<file path="src/rtl/rggen_wishbone_slave_adapter.sv">
// Wishbone B4 slave front-end for an rggen register bus.
// Accepts one request at a time; ack/err/dat_r are registered.
module rggen_wishbone_slave_adapter #(
    parameter int ADDRESS_WIDTH = 16,
    parameter int DATA_WIDTH    = 32,
    parameter bit USE_STALL     = 1'b1
) (
    input  logic                      i_clk,
    input  logic                      i_rst,
    input  logic                      i_wb_cyc,
    input  logic                      i_wb_stb,
    input  logic [ADDRESS_WIDTH-1:0]  i_wb_adr,
    input  logic                      i_wb_we,
    input  logic [DATA_WIDTH-1:0]     i_wb_dat_w,
    input  logic [DATA_WIDTH/8-1:0]   i_wb_sel,
    output logic                      o_wb_stall,
    output logic                      o_wb_ack,
    output logic                      o_wb_err,
    output logic                      o_wb_rty,
    output logic [DATA_WIDTH-1:0]     o_wb_dat_r,
    output logic                      o_bus_valid,
    output logic [1:0]                o_bus_access,
    output logic [ADDRESS_WIDTH-1:0]  o_bus_address,
    output logic [DATA_WIDTH-1:0]     o_bus_write_data,
    output logic [DATA_WIDTH/8-1:0]   o_bus_strobe,
    input  logic                      i_bus_ready,
    input  logic [1:0]                i_bus_status,
    input  logic [DATA_WIDTH-1:0]     i_bus_read_data
);

    localparam logic [1:0] RGGEN_READ   = 2'b10;
    localparam logic [1:0] RGGEN_WRITE  = 2'b11;
    localparam logic [1:0] RGGEN_OKAY   = 2'b00;
    localparam logic [1:0] RGGEN_EXOKAY = 2'b01;

    typedef enum logic [1:0] {
        IDLE     = 2'd0,
        REQUEST  = 2'd1,
        RESPONSE = 2'd2
    } state_e;

    state_e                     state_q;
    logic                       abort_q;
    logic                       valid_q;
    logic                       stall_q;
    logic                       ack_q;
    logic                       err_q;
    logic                       we_q;
    logic [ADDRESS_WIDTH-1:0]   adr_q;
    logic [DATA_WIDTH-1:0]      wdat_q;
    logic [DATA_WIDTH/8-1:0]    sel_q;
    logic [DATA_WIDTH-1:0]      rdat_q;

    logic bus_ok;
    logic aborted;

    assign bus_ok  = (i_bus_status == RGGEN_OKAY) ||
                     (i_bus_status == RGGEN_EXOKAY);
    // a drop of cyc in the completing cycle counts as an abort too
    assign aborted = abort_q || !i_wb_cyc;

    always_ff @(posedge i_clk) begin
        if (i_rst) begin
            state_q <= IDLE;
            abort_q <= 1'b0;
            valid_q <= 1'b0;
            stall_q <= 1'b0;
            ack_q   <= 1'b0;
            err_q   <= 1'b0;
            we_q    <= 1'b0;
            adr_q   <= '0;
            wdat_q  <= '0;
            sel_q   <= '0;
            rdat_q  <= '0;
        end else begin
            ack_q  <= 1'b0;
            err_q  <= 1'b0;
            rdat_q <= '0;
            unique case (state_q)
                IDLE: begin
                    if (i_wb_cyc && i_wb_stb) begin
                        state_q <= REQUEST;
                        abort_q <= 1'b0;
                        valid_q <= 1'b1;
                        stall_q <= USE_STALL;
                        we_q    <= i_wb_we;
                        adr_q   <= i_wb_adr;
                        wdat_q  <= i_wb_dat_w;
                        sel_q   <= i_wb_sel;
                    end
                end
                REQUEST: begin
                    if (!i_wb_cyc) begin
                        abort_q <= 1'b1;
                    end
                    if (i_bus_ready) begin
                        valid_q <= 1'b0;
                        if (aborted) begin
                            state_q <= IDLE;
                            stall_q <= 1'b0;
                        end else begin
                            state_q <= RESPONSE;
                            ack_q   <= bus_ok;
                            err_q   <= !bus_ok;
                            if (bus_ok && !we_q) begin
                                rdat_q <= i_bus_read_data;
                            end
                        end
                    end
                end
                RESPONSE: begin
                    state_q <= IDLE;
                    stall_q <= 1'b0;
                end
                default: begin
                    state_q <= IDLE;
                    valid_q <= 1'b0;
                    stall_q <= 1'b0;
                end
            endcase
        end
    end

    assign o_wb_stall       = stall_q;
    assign o_wb_ack         = ack_q && i_wb_cyc;
    assign o_wb_err         = err_q && i_wb_cyc;
    assign o_wb_rty         = 1'b0;
    assign o_wb_dat_r       = i_wb_cyc ? rdat_q : '0;
    assign o_bus_valid      = valid_q;
    assign o_bus_access     = we_q ? RGGEN_WRITE : RGGEN_READ;
    assign o_bus_address    = adr_q;
    assign o_bus_write_data = wdat_q;
    assign o_bus_strobe     = sel_q;

endmodule

</file>
<file path="config.mk">
export PLATFORM = sky130hd
export DESIGN_NAME = rggen_wishbone_slave_adapter
export DESIGN_NICKNAME = d
export VERILOG_FILES = /design/src/rtl/rggen_wishbone_slave_adapter.sv
export SDC_FILE = /design/constraint.sdc
export NUM_CORES = 1
export LEC_CHECK = 0
export ABC_AREA = 1
export CAP_MARGIN = 40
export CORE_MARGIN = 1.5
export CORE_UTILIZATION = 35
export DETAILED_ROUTE_END_ITERATION = 6
export GPL_ROUTABILITY_DRIVEN = 0
export GPL_TIMING_DRIVEN = 0
export PLACE_DENSITY = 0.86
export SYNTH_ARGS = -nofsm -noshare
export SYNTH_HDL_FRONTEND = slang
export SYNTH_SLANG_ARGS = --single-unit
</file>
<file path="constraint.sdc">
create_clock -name i_clk -period 1.3 [get_ports i_clk]
set_clock_uncertainty 0.15 [all_clocks]
set_input_delay 0.13 -clock i_clk [delete_from_list [all_inputs] [get_ports i_clk]]
set_output_delay 0.13 -clock i_clk [all_outputs]
set_load 0.005 [all_outputs]
</file>
==> results_dict.tcl, run 1 <==
set metrics [dict create \
    slew_violations 0 \
    dp_hpwl_mm 7.07 \
    track_usage_pct 20.4 \
    clock_path_buffers 2 \
    p_leak_nw 3.19 \
    fill_cells 719 \
    crit_fanout 7 \
    design_area_sq_um 6250 \
    grt_max_degree 16 \
    cp_data_arrival_time_ns 1.60 \
    worst_path_max_delay_cell "dfxtp_4" \
    antenna_cells 0 \
    die_w_um 100 \
    rsz0062_at_grt "true" \
    core_area_sq_um 9200 \
    area_growth_syn_to_layout_pct 88.7 \
    synth_seq_cells 92 \
    drt_iter0_drc 78 \
    final.setup.worst_slack_ns -0.209 \
    syn-num-nets 536 \
    totalPowerFinal_mw 6.09 \
    drive_gt1_share_pct 36.2 \
    register_area_sq_um 1900 \
    cp-startpoint "state_q[0]" \
    multi_input_area_sq_um 1460 \
    rows 35 \
    vias 3465 \
    wirelength_mm 10.4 \
    p_per_area_nw_per_um2 974 \
    final_hold_viol_count 0 \
    synth.avg_cell_area_sq_um 7.46 \
    crit_type "reg2reg" \
    cp.required_ns 1.39 \
    clock_latency_ns 0.33 \
    peakVddDrop_v 0.000659 \
    start_kind "flip-flop" \
    clk_pin_slew_ns 0.10 \
    start_util_pct 36.0 \
    critPathMostFrequentCell "buf_12" \
    ant_nets 0 \
    die-area_sq_um 10100 \
    antenna_found_initial 0 \
    syn_area_sq_um 3310 \
    setup_tns_ns -7.82 \
    maxCapViolations 0 \
    period_share_pct 116 \
    ioPinCount 183 \
    io_buffers 178 \
    r2r_start "state_q[0]" \
    h-tree-depth 3 \
    reg2reg_depth 8 \
    status "complete, but fails checks" \
    violations "negative setup slack" \
    route.detailed.wl_per_inst_um 13.4 \
    finalNetCount 756 \
    cts-root-buf "clkbuf_8" \
    fmax_mhz 663 \
    cts_tree "yes" \
    r2r_slack_ns -0.21 \
    end_kind "flip-flop" \
    grt_pass1_vias 3561 \
    crit_chain "nor3_4 > buf_12 > inv_4 > buf_12 > buf_12 > buf_16 > nor2_4 > nor2_1" \
    timing.hold.worst.class "in2reg" \
    cts_buffers 9 \
    syn_inst 444 \
    yosys_warnings 0 \
    yosysSeqAreaShare_pct 55.6 \
    placed_area_sq_um 5240 \
    setup_violations 81 \
    grt-ovfl-total 0 \
    finalCriticalPeriod_ns 1.51 \
    drc_errors 0 \
    die_h_um 100 \
    synth_cell_types 17 \
    first_pass_iters 4 \
    slowest_delay_ns 0.36 \
    r2r-end "o_bus_write_data[8]" \
    crit_path_end "o_bus_write_data[8]" \
    cts_sinks 92 \
    grt_pass1_wl_mm 16.3 \
    viasPerCell 4.44 \
]
[where the power goes]
group | leakage (nW) | switching [mW] | internal (mW)
logic | 2.32 | 0.470 | 0.666
clock network | 0.0999 | 0.973 | 0.951
registers | 0.769 | 0.0754 | 2.95
[metal layers]
layer  wire (um)  track usage (%)  part of all wire (%)  vias to the layer above
met5           0                0                     0                        -
met4         143             5.74                   1.4                        0
met3         645             5.50                   6.2                       14
met2        5510             39.2                    53                      126
met1        4150             21.7                    40                     1574
li1            -                -                     -                     1751
[through the flow]
stage / hold WS [ns] / utilization [%] / std cells / setup WS (ns)
3_3_place_gp: 0.302 / 57.0 / 733 / -0.649
5_1_grt: 0.129 / 67.9 / 780 / -0.294
4_1_cts: 0.131 / 66.0 / 781 / -0.242
3_5_place_dp: 0.310 / 57.0 / 733 / -0.727
2_1_floorplan: 0.0417 / - / 444 / -0.0134
6_report: 0.143 / 67.9 / 780 / -0.209
[state kept, by name, summed over array words and instances (netlist names)]
register          cells
err_q                 1
o_bus_valid           1
o_wb_stall            1
state_q               2
o_bus_address        16
rdat_q               32
o_bus_strobe          4
abort_q               1
ack_q                 1
we_q                  1
o_bus_write_data     32
[worst max-delay path, delay by kind of cell (launching register included)]
family | cells | cell delay (ns)
buffers and inverters | 5 | 0.58
flip-flops | 1 | 0.36
AND/OR/NAND/NOR | 3 | 0.31
[cell families after synthesis]
family	after synthesis	share of synthesized area, %
AO/OA/AOI/OAI	57	8.84
flip-flops	92	55.6
AND/OR/NAND/NOR	193	22.6
buffers and inverters	100	12.7
other	2	0.227
[final cells by class]
class / instances / area share, %
well taps: 111 / 2.22
clock inverters: 5 / 0.961
flip-flops and latches: 92 / 30.4
plain buffers: 26 / 4.77
inverters: 74 / 4.49
repair buffers: 209 / 31.6
clock buffers: 11 / 2.26
multi-input cells: 252 / 23.3
[synth_stat cells]
cell	n	area, sq um
dfxtp_1	92	1840
clkbuf_1	18	67.6
buf_4	4	30.0
nand2_1	42	158
nand3b_1	1	7.51
inv_2	1	3.75
o21ai_0	53	265
nand4_1	1	6.26
a21oi_1	2	10.0
conb_1	2	7.51
nand2_2	1	6.26
buf_6	4	45.0
a21oi_2	2	17.5
nand3_1	2	10.0
inv_1	73	274
nor2_1	145	544
nor3_4	1	16.3
[cell usage in the layout (no fill, tap or decap), drive strengths merged]
cell	instances
a21oi	4
buf	47
bufinv	1
clkbuf	51
clkdlybuf4s15	6
clkdlybuf4s50	88
clkinv	2
clkinvlp	1
conb	2
dfxtp	92
dlygate4sd2	52
dlygate4sd3	1
dlymetal6s2s	1
inv	75
nand2	43
nand3	2
nand3b	1
nand4	1
nor2	145
nor3	1
o21ai	53
[worst min path at each step]
stage                             start     endpoint  slack [ns]  cells after the start
finish              i_bus_read_data[10]   rdat_q[10]        0.14                      3
global route        i_bus_read_data[10]   rdat_q[10]        0.13                      3
CTS                  i_bus_read_data[7]    rdat_q[7]        0.13                      3
detailed placement          o_bus_valid  o_bus_valid        0.31                      2
global placement                abort_q      abort_q        0.30                      2
floorplan                         i_rst   state_q[0]        0.04                      1
[repair_timing]
item | in CTS | in global routing
setup buffers | 23 | 2
gates cloned | 8 | 1
gates resized for setup | 283 | 167
hold endpoints to repair | 1 | 0
endpoints found under the setup margin | 176 | 126
hold buffers | 1 | 0
pin swaps | 37 | 34
(Power assumes the default switching activity.)
==> inputs of run 2 (changes only) <==
Settings changed: CORE_MARGIN 1.5 to unset.
==> run 2 against run 1 <==
The run still ends with negative setup slack left. Sequential power is essentially flat. Final cell count grew 0.38%. Count of clock-buffer cells in the layout shrank 1. Largest power group unchanged. Highest routed layer unchanged.
==> results_dict.tcl, run 2 (same netlist as run 1, synthesis figures left out) <==
set metrics [dict create \
    wirelength_mm 11.4 \
    rows 35 \
    cp.required_ns 1.41 \
    slew_violations 0 \
    clk_pin_slew_ns 0.10 \
    end_kind "flip-flop" \
    rsz0062_at_grt "true" \
    clock_latency_ns 0.34 \
    p_leak_nw 3.23 \
    final_hold_viol_count 0 \
    setup_tns_ns -12.16 \
    vias 3570 \
    clock_path_buffers 2 \
    path_buf_inv 5 \
    layout_common_cells "89 x clkdlybuf4s50_1, 70 x inv_1, 57 x nor2_1" \
    track_usage_pct 21.8 \
    peakVddDrop_v 0.000668 \
    period_share_pct 117 \
    design_area_sq_um 6520 \
    final_common_cell "clkdlybuf4s50_1" \
    violations "negative setup slack" \
    setup_violations 88 \
    io_buffers 178 \
    core_area_sq_um 9200 \
    die_w_um 99.3 \
    viasPerCell 4.56 \
    die_h_um 99.3 \
    fmax_mhz 660 \
    die-area_sq_um 9850 \
    worst_path_max_delay_cell "clkdlybuf4s50_1" \
    antenna_found_initial 0 \
    first_pass_iters 4 \
    critPathMostFrequentCell "buf_12" \
    ant_nets 0 \
    cts_buffers 9 \
    cp_data_arrival_time_ns 1.63 \
    grt_pass1_vias 3625 \
    cts-root-buf "clkbuf_8" \
    dp_hpwl_mm 6.97 \
    drc_errors 0 \
    start_util_pct 36.0 \
    h-tree-depth 3 \
    slowest_delay_ns 0.51 \
    crit_type "in2reg" \
    grt_max_degree 17 \
    fin_cells 783 \
    crit_chain "clkdlybuf4s50_1 > nand2_4 > nor3_4 > buf_12 > buf_8 > buf_12 > clkbuf_16 > o21ai_2 > nor2_1" \
    timing.hold.worst.class "in2reg" \
    placed_area_sq_um 5240 \
    grt_pass1_wl_mm 16.9 \
    final.setup.worst_slack_ns -0.215 \
    drive_gt1_share_pct 41.7 \
    status "complete, but fails checks" \
    crit_fanout 5 \
    cts_sinks 92 \
    place_inst 733 \
    drt_iter0_drc 90 \
    grt-ovfl-total 0 \
    antenna_cells 0 \
    start_kind "primary input" \
    maxCapViolations 0 \
    finalCriticalPeriod_ns 1.51 \
    p_per_area_nw_per_um2 956 \
    finalNetCount 759 \
    area_growth_syn_to_layout_pct 96.9 \
    ioPinCount 183 \
    route.detailed.wl_per_inst_um 14.6 \
    cpLargestDelayFamily "buffers and inverters" \
    cts_tree "yes" \
]
run 2: cell types whose count changed in the layout (fill, tap and decap cells not counted), sizes merged, moves of 2 or more:
cell	delta
buf	-8
clkdlybuf4s15	-4
dlygate4sd2	+2
clkbuf	+12
run 2: area by class of cell:
cell class / instances / area [sq um]
clock buffers: 10 / 138
well taps: 111 / 139
multi-input cells: 252 / 1610
flip-flops and latches: 92 / 1910
inverters: 74 / 290
clock inverters: 6 / 71.3
plain buffers: 26 / 318
fillers: 652 / 2680
repair buffers: 212 / 2050
run 2: where the power goes:
part / switching, mW / internal, mW
Combinational: 0.524 / 0.708
Sequential: 0.0726 / 2.95
Clock: 1.01 / 0.959
run 2: per-stage QoR:
stage / utilization, % / power (mW) / worst slack (ns) / hold slack (ns)
after floorplan: - / 3.34 / -0.0134 / 0.0417
after global placement: 57.0 / 3.91 / -0.656 / 0.301
after detailed placement: 57.0 / 3.94 / -0.693 / 0.305
after CTS: 68.4 / 6.16 / -0.215 / 0.135
after global routing: 70.9 / 6.55 / -0.227 / 0.114
final: 70.9 / 6.23 / -0.215 / 0.146
run 2: worst paths after layout:
| path | start | to | cells past startpoint | slack (ns) |
|---|---|---|---|---|
| setup / recovery | i_wb_stb | o_bus_write_data[31] | 9 | -0.21 |
| hold / removal | i_bus_read_data[10] | rdat_q[10] | 3 | 0.15 |
| setup reg to reg | state_q[0] | o_bus_write_data[31] | 7 | -0.18 |
| hold reg to reg | abort_q | abort_q | 2 | 0.32 |
run 2: timing repair:
action                                  4_1_cts  5_1_grt
gates resized for setup                     314      163
hold endpoints to repair                      1        0
hold buffers                                  1        0
cloned                                       11        2
setup buffers                                19        2
pin swaps                                    40       23
endpoints found under the setup margin      176      127
run 2: metal layers:
| layer | vias to the layer above | GRT usage (%) | routed length, um |
|---|---|---|---|
| met3 | 11 | 6.54 | 621 |
| met2 | 126 | 42.9 | 6360 |
| met1 | 1673 | 22.1 | 4290 |
| li1 | 1760 | - | - |
| met5 | - | 0 | 0 |
| met4 | 0 | 5.88 | 128 |
run 2: worst register-to-register path, cell delays in order (launching register included):
cell and delay, ns:
dfxtp_4 0.36, nor3_4 0.20, buf_12 0.16, buf_8 0.11
buf_12 0.10, clkbuf_16 0.14, o21ai_2 0.05, nor2_1 0.13
==> inputs of run 3 (changes only) <==
Settings changed: CORE_UTILIZATION 35 to 36, CTS_BUF_LIST set to sky130_fd_sc_hd__clkbuf_4, PLACE_DENSITY 0.86 to 0.88.
==> run 3 against run 2 <==
Largest power group unchanged. Register-to-register slack better by 0.04 ns. Worst setup slack better by 0.075 ns. Sequential share of layout area up 3.1 points. Die area down 2.7%. Clock power down 8%. Global-route usage up 0.26 points. Sequential cell count unchanged. Sequential power about the same. Routed wire length down 3.1%. The flow finishes with violations (design-rule violations, negative setup slack). Design area down 8.1%. Via count down 2.1%. Critical endpoint is now o_bus_write_data[0].
==> results_dict.tcl, run 3 (same netlist as run 1, synthesis figures left out) <==
set metrics [dict create \
    start_kind "flip-flop" \
    end_kind "flip-flop" \
    grt_max_degree 17 \
    h-tree-depth 3 \
    cp_data_arrival_time_ns 1.62 \
    final_common_cell "clkdlybuf4s50_1" \
    slowest_delay_ns 0.38 \
    slew_violations 0 \
    cp.required_ns 1.48 \
    clk_pin_slew_ns 0.15 \
    final.setup.worst_slack_ns -0.140 \
    place_inst 730 \
    track_usage_pct 22.1 \
    route.detailed.wl_per_inst_um 14.4 \
    grt-ovfl-total 0 \
    clock_latency_ns 0.42 \
    final_hold_viol_count 0 \
    register_area_sq_um 1940 \
    drt_iter0_drc 86 \
    clock_path_buffers 2 \
    finalCriticalPeriod_ns 1.44 \
    drc_errors 17 \
    placed_area_sq_um 5240 \
    timing.hold.worst.class "in2reg" \
    place_worst_setup_slack_ns -0.720 \
    rsz0062_at_grt "true" \
    worst_path_max_delay_cell "dfxtp_4" \
    die-area_sq_um 9580 \
    path_buf_inv 4 \
    core_area_sq_um 8810 \
    violations "design-rule violations, negative setup slack" \
    die_w_um 97.9 \
    maxCapViolations 0 \
    grt_pass1_vias 3595 \
    cpLargestDelayFamily "buffers and inverters" \
    p_per_area_nw_per_um2 982 \
    setup_violations 89 \
    die_h_um 97.9 \
    ioPinCount 183 \
    post-route-util_pct 68.0 \
    antenna_cells 0 \
    antenna_found_initial 0 \
    p_leak_nw 3.00 \
    totalPowerFinal_mw 5.88 \
    crit_fanout 6 \
    first_pass_iters 7 \
    drive_gt1_share_pct 48.6 \
    layout_common_cells "89 x clkdlybuf4s50_1, 75 x dfxtp_2, 69 x nor2_1" \
    cts-root-buf "clkbuf_4" \
    period_share_pct 111 \
    wirelength_mm 11.1 \
    cts_sinks 92 \
    grt_pass1_wl_mm 16.8 \
    cts_buffers 9 \
    status "complete, but fails checks" \
    viasPerCell 4.56 \
    vias 3496 \
    area_growth_syn_to_layout_pct 81.0 \
    crit_chain "nor3_4 > buf_12 > inv_8 > buf_12 > clkbuf_16 > nor2_2 > nor2_1" \
    fin_cells 767 \
    multi_input_area_sq_um 1500 \
    peakVddDrop_v 0.000703 \
    critPathMostFrequentCell "buf_12" \
    io_buffers 178 \
    rows 34 \
    dp_hpwl_mm 7.18 \
    finalNetCount 746 \
    start_util_pct 37.6 \
    fill_cells 692 \
    crit_type "reg2reg" \
    ant_nets 0 \
    fmax_mhz 695 \
    cts_tree "yes" \
    design_area_sq_um 5990 \
]
[run 3: cell count changes in the layout (fill, tap and decap cells not counted), moves of 12 or more]
cell | before | now
dfxtp_2 | 50 | 75
buf_2 | 0 | 49
nor2_1 | 57 | 69
o21ai_2 | 22 | 8
dlygate4sd2_1 | 54 | 0
clkbuf_8 | 15 | 1
dfxtp_1 | 40 | 15
[run 3: final timing paths]
path / from / end / slack, ns / depth (start not counted)
hold reg to reg: o_wb_stall / o_wb_stall / 0.33 / 2
setup reg to reg: state_q[0] / o_bus_write_data[0] / -0.14 / 7
setup / recovery: state_q[0] / o_bus_write_data[0] / -0.14 / 7
hold / removal: i_wb_cyc / o_wb_stall / 0.03 / 6
[run 3: layer usage]
layer,GRT usage [%],vias up,wire [um]
met5,0,-,0
met4,8.62,0,191
met3,6.23,18,838
met2,41.8,146,5780
met1,22.8,1598,4250
li1,-,1734,-
[run 3: worst min-delay path, stage by stage]
cell,delay [ns]
buf_6,0.12
nand2_4,0.06
nand2_1,0.08
nand3_1,0.07
nand2_1,0.07
a21oi_2,0.05
[run 3: what timing repair did]
action | CTS | global route
endpoints found under the hold margin | 2 | 0
resized for setup | 408 | 191
cloned | 6 | 2
pin swaps | 6 | 17
hold buffers | 1 | 0
endpoints found under the setup margin | 177 | 171
buffers inserted | 11 | 3
[run 3: final cells by class]
cell class                      instances  share of cell area [%]
Clock buffer                            9                    1.13
Timing Repair Buffer                  200                    27.9
Inverter                               74                    4.80
Clock inverter                          7                    1.63
Buffer                                 25                    4.87
Tap cell                              108                    2.26
Sequential cell                        92                    32.4
Multi-Input combinational cell        252                    25.0
[run 3: stage by stage]
stage	TNS [ns]	hold WS (ns)
after floorplan	-0.264	0.0417
after global placement	-58.50	0.301
after detailed placement	-62.05	0.318
after CTS	-7.50	-0.00386
after global routing	-12.43	0.0224
final	-7.15	0.0285
[run 3: power by group]
| group | internal, mW | switching [mW] | leakage, nW |
|---|---|---|---|
| sequential | 2.97 | 0.0708 | 0.784 |
| clock | 0.800 | 1.01 | 0.0903 |
| combinational | 0.578 | 0.454 | 2.13 |
